`src/rtl/vga_sync_receiver.sv`:
```
// VGA timing sink: registers the incoming sync/DE/RGB, recovers pixel coordinates,
// measures line/frame totals and tracks lock against the expected raster.
module vga_sync_receiver #(
    parameter int H_TOTAL          = 800,
    parameter int V_TOTAL          = 525,
    parameter bit SYNC_ACTIVE_HIGH = 1'b1,
    parameter int LOCK_FRAMES      = 2
) (
    input  logic        clk,
    input  logic        rst,
    input  logic        hsync,
    input  logic        vsync,
    input  logic        de,
    input  logic [11:0] rgb_in,
    output logic        pixel_valid,
    output logic [9:0]  x,
    output logic [9:0]  y,
    output logic [11:0] rgb_out,
    output logic        frame_start,
    output logic [10:0] h_total,
    output logic [10:0] v_total,
    output logic        locked,
    output logic        timing_error,
    output logic [1:0]  state_dbg
);

    // Output handshake: pixel_valid qualifies x/y/rgb_out for exactly one cycle;
    // there is no ready, the consumer must take every valid pixel.

    typedef enum logic [1:0] {
        ST_SEARCH = 2'd0,
        ST_CHECK  = 2'd1,
        ST_LOCKED = 2'd2
    } lock_state_e;

    localparam logic [10:0] H_TOT      = 11'(H_TOTAL);
    localparam logic [10:0] V_TOT      = 11'(V_TOTAL);
    localparam logic [10:0] H_TMO_M1   = 11'(2 * H_TOTAL - 1);
    localparam logic [10:0] CNT_MAX    = 11'h7FF;
    localparam logic [3:0]  LOCK_N     = 4'(LOCK_FRAMES);

    logic        hs_q, vs_q, de_q;
    logic [11:0] rgb_q;
    logic        hs_prev_q, vs_prev_q, de_prev_q;

    logic [10:0] hcnt_q, hcnt_d;
    logic [10:0] lcnt_q, lcnt_d;
    logic        hvalid_q;
    logic        line_bad_q, line_bad_d;
    logic [9:0]  xcnt_q, xcnt_d;
    logic [9:0]  ycnt_q, ycnt_d;

    logic        pixel_valid_q;
    logic [9:0]  x_q, y_q;
    logic [11:0] rgb_out_q;
    logic        frame_start_q;
    logic [10:0] h_total_q, v_total_q;

    lock_state_e state_q;
    logic [3:0]  gcnt_q;
    logic        locked_q, timing_error_q;

    logic        hs_on, vs_on, h_lead, v_lead, de_fall;
    logic [10:0] h_len;
    logic        h_bad, timeout, frame_good;

    always_comb begin
        hs_on      = (hs_q == SYNC_ACTIVE_HIGH);
        vs_on      = (vs_q == SYNC_ACTIVE_HIGH);
        h_lead     = hs_on && !hs_prev_q;
        v_lead     = vs_on && !vs_prev_q;
        de_fall    = !de_q && de_prev_q;
        h_len      = hcnt_q + 11'd1;
        h_bad      = h_lead && hvalid_q && (h_len != H_TOT);
        // Fires once per stalled line: the counter keeps climbing past the limit.
        timeout    = (hcnt_q == H_TMO_M1) && !h_lead;
        frame_good = !line_bad_q && (lcnt_q == V_TOT);
    end

    always_comb begin
        hcnt_d = hcnt_q;
        if (h_lead) begin
            hcnt_d = 11'd0;
        end else if (hcnt_q != CNT_MAX) begin
            hcnt_d = hcnt_q + 11'd1;
        end

        lcnt_d = lcnt_q;
        if (v_lead) begin
            // An hsync edge in the same cycle opens the first line of the new frame.
            lcnt_d = h_lead ? 11'd1 : 11'd0;
        end else if (h_lead && (lcnt_q != CNT_MAX)) begin
            lcnt_d = lcnt_q + 11'd1;
        end

        line_bad_d = line_bad_q | h_bad | timeout;
        if (v_lead) begin
            line_bad_d = h_bad | timeout;
        end

        xcnt_d = xcnt_q;
        if (h_lead) begin
            xcnt_d = 10'd0;
        end else if (de_q) begin
            xcnt_d = xcnt_q + 10'd1;
        end

        ycnt_d = ycnt_q;
        if (v_lead) begin
            ycnt_d = 10'd0;
        end else if (de_fall) begin
            ycnt_d = ycnt_q + 10'd1;
        end
    end

    always_ff @(posedge clk or posedge rst) begin
        if (rst) begin
            hs_q          <= !SYNC_ACTIVE_HIGH;
            vs_q          <= !SYNC_ACTIVE_HIGH;
            de_q          <= 1'b0;
            rgb_q         <= 12'd0;
            hs_prev_q     <= 1'b0;
            vs_prev_q     <= 1'b0;
            de_prev_q     <= 1'b0;
            hcnt_q        <= 11'd0;
            lcnt_q        <= 11'd0;
            hvalid_q      <= 1'b0;
            line_bad_q    <= 1'b0;
            xcnt_q        <= 10'd0;
            ycnt_q        <= 10'd0;
            pixel_valid_q <= 1'b0;
            x_q           <= 10'd0;
            y_q           <= 10'd0;
            rgb_out_q     <= 12'd0;
            frame_start_q <= 1'b0;
            h_total_q     <= 11'd0;
            v_total_q     <= 11'd0;
        end else begin
            hs_q          <= hsync;
            vs_q          <= vsync;
            de_q          <= de;
            rgb_q         <= rgb_in;
            hs_prev_q     <= hs_on;
            vs_prev_q     <= vs_on;
            de_prev_q     <= de_q;
            hcnt_q        <= hcnt_d;
            lcnt_q        <= lcnt_d;
            line_bad_q    <= line_bad_d;
            xcnt_q        <= xcnt_d;
            ycnt_q        <= ycnt_d;
            if (h_lead) begin
                hvalid_q <= 1'b1;
            end
            // The first edge after reset only starts a line, it measures nothing.
            if (h_lead && hvalid_q) begin
                h_total_q <= h_len;
            end
            if (v_lead) begin
                v_total_q <= lcnt_q;
            end
            pixel_valid_q <= de_q;
            x_q           <= xcnt_q;
            y_q           <= ycnt_q;
            rgb_out_q     <= de_q ? rgb_q : 12'd0;
            frame_start_q <= v_lead;
        end
    end

    always_ff @(posedge clk or posedge rst) begin
        if (rst) begin
            state_q        <= ST_SEARCH;
            gcnt_q         <= 4'd0;
            locked_q       <= 1'b0;
            timing_error_q <= 1'b0;
        end else begin
            timing_error_q <= 1'b0;
            case (state_q)
                ST_SEARCH: begin
                    // The partial frame seen on entry is never judged.
                    if (v_lead) begin
                        state_q <= ST_CHECK;
                        gcnt_q  <= 4'd0;
                    end
                end
                ST_CHECK: begin
                    if (timeout) begin
                        state_q <= ST_SEARCH;
                    end else if (v_lead) begin
                        if (frame_good) begin
                            gcnt_q <= gcnt_q + 4'd1;
                            if (gcnt_q + 4'd1 == LOCK_N) begin
                                state_q  <= ST_LOCKED;
                                locked_q <= 1'b1;
                            end
                        end else begin
                            gcnt_q <= 4'd0;
                        end
                    end
                end
                ST_LOCKED: begin
                    if (timeout || (v_lead && !frame_good)) begin
                        state_q        <= ST_SEARCH;
                        locked_q       <= 1'b0;
                        timing_error_q <= 1'b1;
                    end
                end
                default: begin
                    state_q  <= ST_SEARCH;
                    locked_q <= 1'b0;
                end
            endcase
        end
    end

    assign pixel_valid  = pixel_valid_q;
    assign x            = x_q;
    assign y            = y_q;
    assign rgb_out      = rgb_out_q;
    assign frame_start  = frame_start_q;
    assign h_total      = h_total_q;
    assign v_total      = v_total_q;
    assign locked       = locked_q;
    assign timing_error = timing_error_q;
    assign state_dbg    = state_q;

endmodule

```
`config.mk`:
```
export PLATFORM = sky130hd
export DESIGN_NAME = vga_sync_receiver
export DESIGN_NICKNAME = d
export VERILOG_FILES = /design/src/rtl/vga_sync_receiver.sv
export SDC_FILE = /design/constraint.sdc
export NUM_CORES = 1
export LEC_CHECK = 0
export ABC_AREA = 1
export BUFFER_PORTS_ARGS = -buffer_cell sky130_fd_sc_hd__buf_2
export CAP_MARGIN = 0
export CORE_MARGIN = 4
export CORE_UTILIZATION = 55
export CTS_CLUSTER_SIZE = 28
export DETAILED_ROUTE_END_ITERATION = 6
export GPL_ROUTABILITY_DRIVEN = 0
export GPL_TIMING_DRIVEN = 0
export PLACE_DENSITY = 0.75
export SLEW_MARGIN = 30
export SYNTH_ARGS = -nofsm -noshare
export SYNTH_HDL_FRONTEND = slang
export SYNTH_SLANG_ARGS = --single-unit
```
`constraint.sdc`:
```
create_clock -name clk -period 4.8 [get_ports clk]
set_input_delay 0.96 -clock clk [delete_from_list [all_inputs] [get_ports clk]]
set_output_delay 0.96 -clock clk [all_outputs]
set_load 0.02 [all_outputs]
```
==> impl_metrics.toml <==
[outcome]
run_status = "finished, final reports clean"

[timing]
tns_ns = 0
final_hold_viol_count = 0
period_minus_slack_ns = 2.05
rsz0062_at_grt = "false"
setup_slack_ns = 2.75
slew_headroom_pct = 69.4
max_freq_mhz = 488
finClkSkew_ns = 0.00913
tightest_slew_ns = 0.459
setup_viol = 0
slew_violations = 0
min_period_over_period_pct = 42.7

[global_route]
grt_pass1_wl_um = 17900
antenna_found_initial = 0
grt_pass1_vias = 3855
grt_max_degree = 87
track_usage_pct = 20.4
grt_overflow = 0

[critical_path]
cp.buffers_inverters = 1
cp_max_fo = 4
reg2reg_from = "hcnt_q[0]$_DFFE_PP0P_"
path_cells = "buf_2"
crit_family = "flip-flops"
max_stage_delay_ns = 0.41
cp.required_ns = 3.84
crit_cells = 1
criticalPathCategory = "flop to output port"
r2r-end = "gcnt_q[0]$_DFFE_PP0P_"
critPathSlowestCell = "dfrtp_1"
startpoint = "state_dbg[1]$_DFFE_PP0P_"
start_kind = "flop"
endpoint = "state_dbg[1]"
rr_worst_depth = 8
cp.arrival_ns = 1.09
crit_path_end_kind = "output port"
rrSetupSlack_ns = 3.02

[clocking]
hold_buffers = 0
root_buffer = "clkbuf_8"
post_cts_buffers = 0
clock_path_buffers = 2
cts_tree = "built"
clkLatencyLatePin_ns = 0.51
cts_made_buffers = 17
cts_resized = 0
clock_sinks = 125
path_clk_slew_ns = 0.06
cts_max_level = 4

[drt]
num_vias = 3917
route.detailed.drc = 0
wirelength_um = 10000
ant_nets = 0
via_per_inst = 5.11
first_iter_violations = 209
avgRoutedWirePerCell_um = 13.1
dr.pass1.iters = 6

[logic_synthesis]
ys_seq_area_share_pct = 60.9
synth_warnings = 0
synth_area_um2 = 5140
ys_ff_latch = 125
syn-num-nets = 571
ys_types = 33
avgSynthCellArea_um2 = 9.41
synthCells = 546

[run]
drv_cap = 0

[placement]
port_buffers = 76
hpwl_um = 6910
post-place-ws_ns = 3.06
postPlaceCellArea_um2 = 5690

[power_and_ir_drop]
p_int_mw = 2.04
seq_power_share_pct = 42.9
p_clk_share_pct = 46.7
swShare_pct = 26.5
power_leakage_nw = 3.29
combPwrFrac_pct = 10.5
ir_drop_mv = 0.306
p_switching_uw = 734
p_per_area_nw_per_um2 = 440

[floorplan]
die_area_um2 = 11000
core_area_um2 = 9150
floorplan.rows = 35
start_util_pct = 56.1
die_w_um = 105
io_pins = 77
die_y_um = 105

[final_layout]
fillers = 701
seq_area_um2 = 3130
num_antenna_cells = 0
multiInputGateArea_um2 = 1680
final_core_util_pct = 68.8
areaGrowthSynthToFinish_pct = 22.6
final_cell_area_um2 = 6300
fin_nets = 667
layout-drive-gt1-share_pct = 22.1

[worst_hold_path]
whs_path_depth = 0
hp-class = "flop to flop"
## cell type report
cell class | count | area share [%]
sequential | 125 | 49.6
multi-input combinational | 339 | 26.6
clock buffer | 18 | 6.79
timing repair buffer | 77 | 6.47
inverter | 70 | 4.29
clock inverter | 14 | 2.88
tap | 111 | 2.20
buffer | 12 | 1.07
## worst register-to-register path: cells and delay by family, from the launching register on
kind	cells	cell delay, ns
compound gates	1	0.25
fa+ha+maj	1	0.30
buf+inv	1	0.07
flops	1	0.42
simple gates	5	0.62
## cell usage after synthesis
cell | count | area share, %
a21boi_0 | 1 | 0.15
a21oi_1 | 17 | 1.7
a22oi_1 | 2 | 0.29
buf_2 | 6 | 0.58
buf_6 | 2 | 0.44
clkbuf_1 | 4 | 0.29
dfrtp_1 | 125 | 61
ha_1 | 8 | 1.9
inv_1 | 64 | 4.7
inv_2 | 6 | 0.44
nand2_1 | 136 | 9.9
nand2_2 | 3 | 0.37
nand2_4 | 2 | 0.44
nand3_1 | 29 | 2.8
nand3_2 | 3 | 0.58
nand3_4 | 1 | 0.34
nand3b_1 | 3 | 0.44
nand4_1 | 9 | 1.1
nor2_1 | 49 | 3.6
nor2_2 | 5 | 0.61
nor2_4 | 3 | 0.66
nor3_1 | 7 | 0.68
nor3_2 | 1 | 0.19
nor3_4 | 2 | 0.63
nor4_1 | 1 | 0.12
o21a_1 | 1 | 0.15
o21ai_0 | 45 | 4.4
o21ai_1 | 3 | 0.29
o21ai_2 | 1 | 0.17
o22ai_1 | 1 | 0.12
o41ai_1 | 1 | 0.17
xnor2_1 | 2 | 0.34
xor2_1 | 3 | 0.51
## stage by stage
| step | std cells | hold slack (ns) | power, mW |
|---|---|---|---|
| finish | 766 | 0.376 | 2.77 |
| detailed placement | 734 | 0.367 | 1.50 |
| global placement | 733 | 0.362 | 1.48 |
| global route | 766 | 0.400 | 2.92 |
| CTS | 766 | 0.382 | 2.80 |
| floorplan | 546 | 0.354 | 1.40 |
## power by group through the flow
| stage | Sequential, mW | Clock (mW) | Combinational (mW) |
|---|---|---|---|
| 2_1_floorplan | 1.25 | 0 | 0.147 |
| 3_3_place_gp | 1.20 | 0 | 0.281 |
| 3_5_place_dp | 1.21 | 0 | 0.291 |
| 4_1_cts | 1.19 | 1.32 | 0.294 |
| 5_1_grt | 1.20 | 1.39 | 0.329 |
| 6_report | 1.19 | 1.29 | 0.290 |
## kinds of logic after synthesis
family | count (synthesis) | share of synthesized area, %
and+or+nand+nor | 254 | 22.5
DFF | 125 | 60.9
buffers and inverters | 82 | 6.43
AOI/OAI and AO/OA | 72 | 7.38
adders and majority gates | 8 | 1.95
xor gates and xnor gates | 5 | 0.853
## layer usage
layer  vias up  track usage [%]  part of all wire (%)
li1       1927                -                     -
met1      1867             25.1                    44
met2       107             33.4                    50
met3        16             7.54                   4.9
met4         0             6.84                   1.4
met5         -                0                     0
## sequential cells by signal, summed over array words and instances, names as in the netlist, 2 cells and up
| signal | count |
|---|---|
| xcnt_q | 10 |
| rgb_out | 12 |
| y | 10 |
| h_total | 11 |
| state_dbg | 2 |
| lcnt_q | 11 |
| ycnt_q | 10 |
| rgb_q | 12 |
| gcnt_q | 4 |
| hcnt_q | 11 |
| v_total | 11 |
| x | 10 |
## cells in the final DEF (no fill, tap or decap), drive strengths merged, types with 2 or more instances in the layout
cell type / instances
buf: 85
nand4: 9
inv: 76
a22oi: 2
xnor2: 2
dfrtp: 125
ha: 8
a21oi: 17
nand2: 141
bufinv: 3
nor3: 10
o21ai: 49
nor2: 57
clkbuf: 22
clkinvlp: 4
nand3b: 3
xor2: 3
nand3: 33
## worst min path at each step
| stage | startpoint | to | slack (ns) |
|---|---|---|---|
| after floorplan | hs_on$_DFF_PP0_ | hs_prev_q$_DFF_PP0_ | 0.35 |
| after global placement | hs_on$_DFF_PP0_ | hs_prev_q$_DFF_PP0_ | 0.36 |
| after detailed placement | ycnt_q[9]$_DFFE_PP0P_ | y[9]$_DFF_PP0_ | 0.37 |
| after CTS | hs_on$_DFF_PP0_ | hs_prev_q$_DFF_PP0_ | 0.38 |
| after global routing | ycnt_q[9]$_DFFE_PP0P_ | y[9]$_DFF_PP0_ | 0.40 |
| final | vs_on$_DFF_PP0_ | vs_prev_q$_DFF_PP0_ | 0.38 |
(Power assumes the default switching activity.)
